## src/rtl/updown_sweep_ctrl.sv

```systemverilog
// ============================================================================
// Module   : updown_sweep_ctrl
// Brief    : Command-driven up/down/ping-pong sweep sequencer for an N-bit
//            counter. It accepts bounds, a mode and a sweep count over a
//            valid/ready handshake, then steps Count through the pattern.
// Revision : 1.0 - initial release
// ============================================================================
`default_nettype none

module updown_sweep_ctrl #(
  parameter int WIDTH = 5,
  parameter int LOOPW = 4
) (
  input  logic             Clk,
  input  logic             reset,
  input  logic             cmd_valid,
  output logic             cmd_ready,
  input  logic [WIDTH-1:0] cmd_lo,
  input  logic [WIDTH-1:0] cmd_hi,
  input  logic [1:0]       cmd_mode,
  input  logic [LOOPW-1:0] cmd_loops,
  input  logic             abort,
  output logic [WIDTH-1:0] Count,
  output logic             UpOrDown,
  output logic             busy,
  output logic             wrap,
  output logic             done,
  output logic             err
);

  typedef enum logic [1:0] {
    S_IDLE     = 2'd0,
    S_RUN_UP   = 2'd1,
    S_RUN_DOWN = 2'd2,
    S_DONE     = 2'd3
  } state_t;

  localparam logic [1:0] c_mode_down = 2'b01;
  localparam logic [1:0] c_mode_pp   = 2'b10;

  state_t           r_state, w_state_nxt;
  logic [WIDTH-1:0] r_count, w_count_nxt;
  logic [WIDTH-1:0] r_lo, w_lo_nxt;
  logic [WIDTH-1:0] r_hi, w_hi_nxt;
  logic [1:0]       r_mode, w_mode_nxt;
  logic [LOOPW-1:0] r_loops, w_loops_nxt;
  logic             r_dir, w_dir_nxt;
  logic             r_wrap, w_wrap_nxt;
  logic             r_err, w_err_nxt;
  logic             w_sweep_end;

  // State and datapath registers; reset clears everything immediately.
  always_ff @(posedge Clk or posedge reset) begin
    if (reset) begin
      r_state <= S_IDLE;
      r_count <= '0;
      r_lo    <= '0;
      r_hi    <= '0;
      r_mode  <= '0;
      r_loops <= '0;
      r_dir   <= 1'b0;
      r_wrap  <= 1'b0;
      r_err   <= 1'b0;
    end else begin
      r_state <= w_state_nxt;
      r_count <= w_count_nxt;
      r_lo    <= w_lo_nxt;
      r_hi    <= w_hi_nxt;
      r_mode  <= w_mode_nxt;
      r_loops <= w_loops_nxt;
      r_dir   <= w_dir_nxt;
      r_wrap  <= w_wrap_nxt;
      r_err   <= w_err_nxt;
    end
  end

  // Next-state and datapath update; abort outranks the end-of-sweep decision.
  always_comb begin
    w_state_nxt = r_state;
    w_count_nxt = r_count;
    w_lo_nxt    = r_lo;
    w_hi_nxt    = r_hi;
    w_mode_nxt  = r_mode;
    w_loops_nxt = r_loops;
    w_dir_nxt   = r_dir;
    w_wrap_nxt  = 1'b0;
    w_err_nxt   = 1'b0;
    w_sweep_end = 1'b0;

    case (r_state)
      S_IDLE: begin
        if (cmd_valid) begin
          w_lo_nxt    = cmd_lo;
          w_hi_nxt    = cmd_hi;
          w_mode_nxt  = cmd_mode;
          w_loops_nxt = cmd_loops;
          if (cmd_lo > cmd_hi) begin
            w_err_nxt = 1'b1;
          end else if (cmd_mode == c_mode_down) begin
            w_count_nxt = cmd_hi;
            w_dir_nxt   = 1'b0;
            w_state_nxt = S_RUN_DOWN;
          end else begin
            // Up, ping-pong and the reserved encoding all start upward.
            w_count_nxt = cmd_lo;
            w_dir_nxt   = 1'b1;
            w_state_nxt = S_RUN_UP;
          end
        end
      end
      S_RUN_UP: begin
        if (abort) begin
          w_state_nxt = S_DONE;
        end else if (r_count < r_hi) begin
          w_count_nxt = r_count + 1'b1;
        end else if (r_mode == c_mode_pp && r_lo != r_hi) begin
          // Turn at hi without repeating it.
          w_count_nxt = r_hi - 1'b1;
          w_dir_nxt   = 1'b0;
          w_state_nxt = S_RUN_DOWN;
        end else begin
          w_sweep_end = 1'b1;
        end
      end
      S_RUN_DOWN: begin
        if (abort) begin
          w_state_nxt = S_DONE;
        end else if (r_count > r_lo) begin
          w_count_nxt = r_count - 1'b1;
        end else begin
          w_sweep_end = 1'b1;
        end
      end
      default: begin
        w_state_nxt = S_IDLE;
      end
    endcase

    if (w_sweep_end) begin
      w_loops_nxt = (r_loops != '0) ? r_loops - 1'b1 : '0;
      if (r_loops == LOOPW'(1)) begin
        w_state_nxt = S_DONE;
      end else begin
        w_wrap_nxt = 1'b1;
        if (r_mode == c_mode_down) begin
          w_count_nxt = r_hi;
          w_state_nxt = S_RUN_DOWN;
        end else if (r_mode == c_mode_pp) begin
          // lo was just visited on the way down, so restart one above it.
          w_count_nxt = (r_lo == r_hi) ? r_lo : r_lo + 1'b1;
          w_dir_nxt   = 1'b1;
          w_state_nxt = S_RUN_UP;
        end else begin
          w_count_nxt = r_lo;
          w_state_nxt = S_RUN_UP;
        end
      end
    end
  end

  assign Count     = r_count;
  assign UpOrDown  = r_dir;
  assign busy      = (r_state == S_RUN_UP) || (r_state == S_RUN_DOWN);
  assign cmd_ready = (r_state == S_IDLE);
  assign done      = (r_state == S_DONE);
  assign wrap      = r_wrap;
  assign err       = r_err;

endmodule

`default_nettype wire

```

## config.mk

```make
export PLATFORM = sky130hd
export DESIGN_NAME = updown_sweep_ctrl
export DESIGN_NICKNAME = d
export VERILOG_FILES = /design/src/rtl/updown_sweep_ctrl.sv
export SDC_FILE = /design/constraint.sdc
export NUM_CORES = 1
export LEC_CHECK = 0
export ABC_AREA = 0
export CAP_MARGIN = 20
export CORE_MARGIN = 1
export CORE_UTILIZATION = 44
export DETAILED_ROUTE_END_ITERATION = 8
export GPL_TIMING_DRIVEN = 0
export PLACE_DENSITY = 0.66
export REMOVE_ABC_BUFFERS = 1
export SETUP_SLACK_MARGIN = 0.05
export SLEW_MARGIN = 30
export SYNTH_ARGS = -nofsm -noshare
export SYNTH_HDL_FRONTEND = slang
export SYNTH_SLANG_ARGS = --single-unit
```

## constraint.sdc

```tcl
create_clock -name Clk -period 3.8 [get_ports Clk]
set_input_delay 0.76 -clock Clk [delete_from_list [all_inputs] [get_ports Clk]]
set_output_delay 0.76 -clock Clk [all_outputs]
set_load 0.005 [all_outputs]
```

==> flow_summary.yaml <==
outcome:
  run_status: "finished, final reports clean"
logic_synthesis:
  synth_sequential_area_ratio_pct: 27.3
  post_synth_main_area_contributors: "dfrtp_1 (27%), ha_1 (12%), xnor2_1 (4.8%)"
  synthDominantAreaCellType: "dfrtp_1"
  synth_compound_gate_area_share_pct: 25.2
  synthDominantCellAreaShare_pct: 27.3
  synth-warning-count: 0
  post_synth_mux_area_share_pct: 5.26
  syn_area_um2: 2380
  synthCells: 279
  async_reset_ff_share_pct: 100
  post_synth_and_or_nand_nor_area_fraction_pct: 18.7
  synthXorXnorAreaFrac_pct: 5.52
  number_of_flops_mapped_to_enable_cells_by_yosys: 0
  main_combinational_cell_family_by_area_after_synthesis: "compound AO/OA/AOI/OAI gates"
  synthTopCellsByCount: "nand2_1 (27), dfrtp_1 (26), inv_1 (26)"
  synth_area_per_cell_um2: 8.53
  synthAdderAreaFrac_pct: 12.1
  synth_top_flop_cell: "dfrtp_1"
  post-synth-top-count-cell: "nand2_1"
  synth-seq-cells: 26
  unique_cell_type_count_in_the_yosys_netlist: 61
finish:
  finalInstanceArea_um2: 2800
  syn_to_final_growth_pct: 17.8
  multi_input_area_um2: 1590
  nFillCells: 495
  final_layout_size_suffix_gt1_share_pct: 7.84
  fin_nets: 350
  antenna_cells_inserted: 0
  area.sequential_um2: 651
  instances_no_fill: 376
critical_path:
  timing.critical_path.arrival_ps: 3450
  cp_slowest_stage_delay_ps: 580
  critPathCaptureType: "flip-flop"
  critical_path_class: "in2reg"
  path_buf_inv: 2
  crit_slowest_cell: "o32ai_2"
  critical-path-top-cell-by-count: "a21boi_1"
  cp_cell_sequence: "clkdlybuf4s50_1, inv_1, ha_1, a21oi_1, a21boi_1, o32ai_2, nand2_2, a21boi_1, a21boi_1, a221o_1"
  critical_path_required_ps: 3970
  crit_fanout: 5
  critical_path_depth: 10
  worst_path_dominant_cell_family: "compound AO/OA/AOI/OAI gates"
  crit_path_start_kind: "input port"
  rr_worst_depth: 8
sta:
  maxSlewHeadroom_pct: 58.3
  finalHoldViolCount: 0
  fin_skew_ps: 2.43
  max_clock_freq_mhz: 304
  rsz0062_at_grt: "false"
  timing_max_transition_violations_final: 0
  hold_ws_ps: 534
  post_route_clock_period_utilization_pct: 86.5
  setup_viol: 0
  post-route-min-period_ps: 3290
  worst_pin_slew_ps: 625
  finalSetupTns_ps: 0
floorplanning:
  start_util_pct: 46.0
  io_pins: 31
  coreArea_um2: 5170
  die_span_y_um: 75.5
  fp.dieArea_um2: 5710
  rows: 26
  die-width_um: 75.5
clock_network:
  postCtsSetupRepairBufs: 0
  cts_hold_buffers: 0
  clk_pin_slew_worst_paths_ps: 100
  tritoncts: "yes"
  clock_tree.root_cell: "clkbuf_8"
  clock_latency_ps: 280
  ctsHtreeMaxLevel: 1
  clock_path_buffers: 2
  cts_num_sinks: 26
  cts_made_buffers: 3
  cts_resized: 0
route:
  firstDrtPassIters: 5
  aggregate_routed_wire_length_um: 6080
  detail_route.wl_per_cell_um: 16.2
  first_iter_violations: 217
  detail-route-antenna-nets: 0
  vias_per_cell: 5.65
  drc: 0
  detailroute.via_count: 2124
global_routing:
  grt_first_pass_wirelength_um: 9800
  globalRoute.totalOverflow: 0
  pin_count_of_the_biggest_net_entering_global_routing: 27
  number_of_global_route_vias_before_repair: 1941
  grt_use_total_pct: 23.1
  antenna_found_initial: 0
placed_design:
  dp_cells: 372
  dp_hpwl_um: 4700
  placement.cell_area_um2: 2730
  routabilityCongestion: 0.895
  numPortBuffers: 30
power_and_ir_drop:
  power_leakage_nw: 1.21
  worst_ir_drop_vdd_mv: 0.270
  power.density_nw_per_um2: 831
  total_power_w: 0.00233
hold_path:
  worst_hold_path_type: "reg2reg"
  hold_path_depth: 1
run:
  cap_violations: 0
## routing by layer
layer	track usage, %	up-vias	wire length, µm
li1	-	1056	-
met1	33.8	987	2920
met2	37.1	73	2750
met3	1.59	8	335
met4	5.56	0	72
met5	0	-	0
## metrics by stage
| step | setup WS, ps | utilization (%) |
|---|---|---|
| 6_report | 515 | 54.2 |
| 5_1_grt | 428 | 54.2 |
| 4_1_cts | 537 | 54.2 |
| 3_5_place_dp | 282 | 52.8 |
| 3_3_place_gp | 303 | 52.8 |
| 2_1_floorplan | 1260 | - |
## report_power, final
part / internal [W] / switching [W]
Combinational: 0.000695 / 0.000794
Sequential: 0.000408 / 0.000199
Clock: 0.000141 / 0.0000946
Total: 0.00124 / 0.00109
## layout by cell type (no fill, tap or decap), types with 4 or more instances in the layout
cell / count
a211oi_1: 6
a21oi_1: 17
clkdlybuf4s50_1: 30
dfrtp_1: 26
ha_1: 23
inv_1: 25
mux2i_1: 8
nand2_1: 27
nand2b_1: 8
nand3_1: 7
nand4_1: 5
nor2_1: 19
nor2b_1: 6
nor3_1: 4
o21ai_0: 19
xnor2_1: 13
## sequential cells by signal, indices dropped and copies added, names as in the netlist
name / cells
wrap: 1
r_loops: 4
r_hi: 5
UpOrDown: 1
r_mode: 2
r_state: 2
Count: 5
r_lo: 5
err: 1
## cell type report
type | instances | area share [%]
clock buffers | 3 | 1.47
clock inverters | 1 | 1.07
inverters | 27 | 3.66
multi-input cells | 219 | 56.8
flip-flops and latches | 26 | 23.2
well taps | 70 | 3.12
repair buffers | 30 | 10.7
## logic make-up after synthesis
| group | Yosys count |
|---|---|
| muxes | 12 |
| adders and majority gates | 23 |
| AOI/OAI and AO/OA | 79 |
| buffers and inverters | 34 |
| and+or+nand+nor | 90 |
| DFF | 26 |
| xor gates and xnor gates | 15 |
## path summary, 6_finish.rpt
path,from,endpoint,slack (ps)
max,cmd_hi[3],Count[3],510
min in group asynchronous,reset,r_loops[2],850
max reg2reg,Count[1],Count[4],980
max in group asynchronous,reset,Count[0],2580
min,r_loops[0],r_loops[0],530
min reg2reg,r_loops[0],r_loops[0],530
Power figures use the tool's default switching activity.
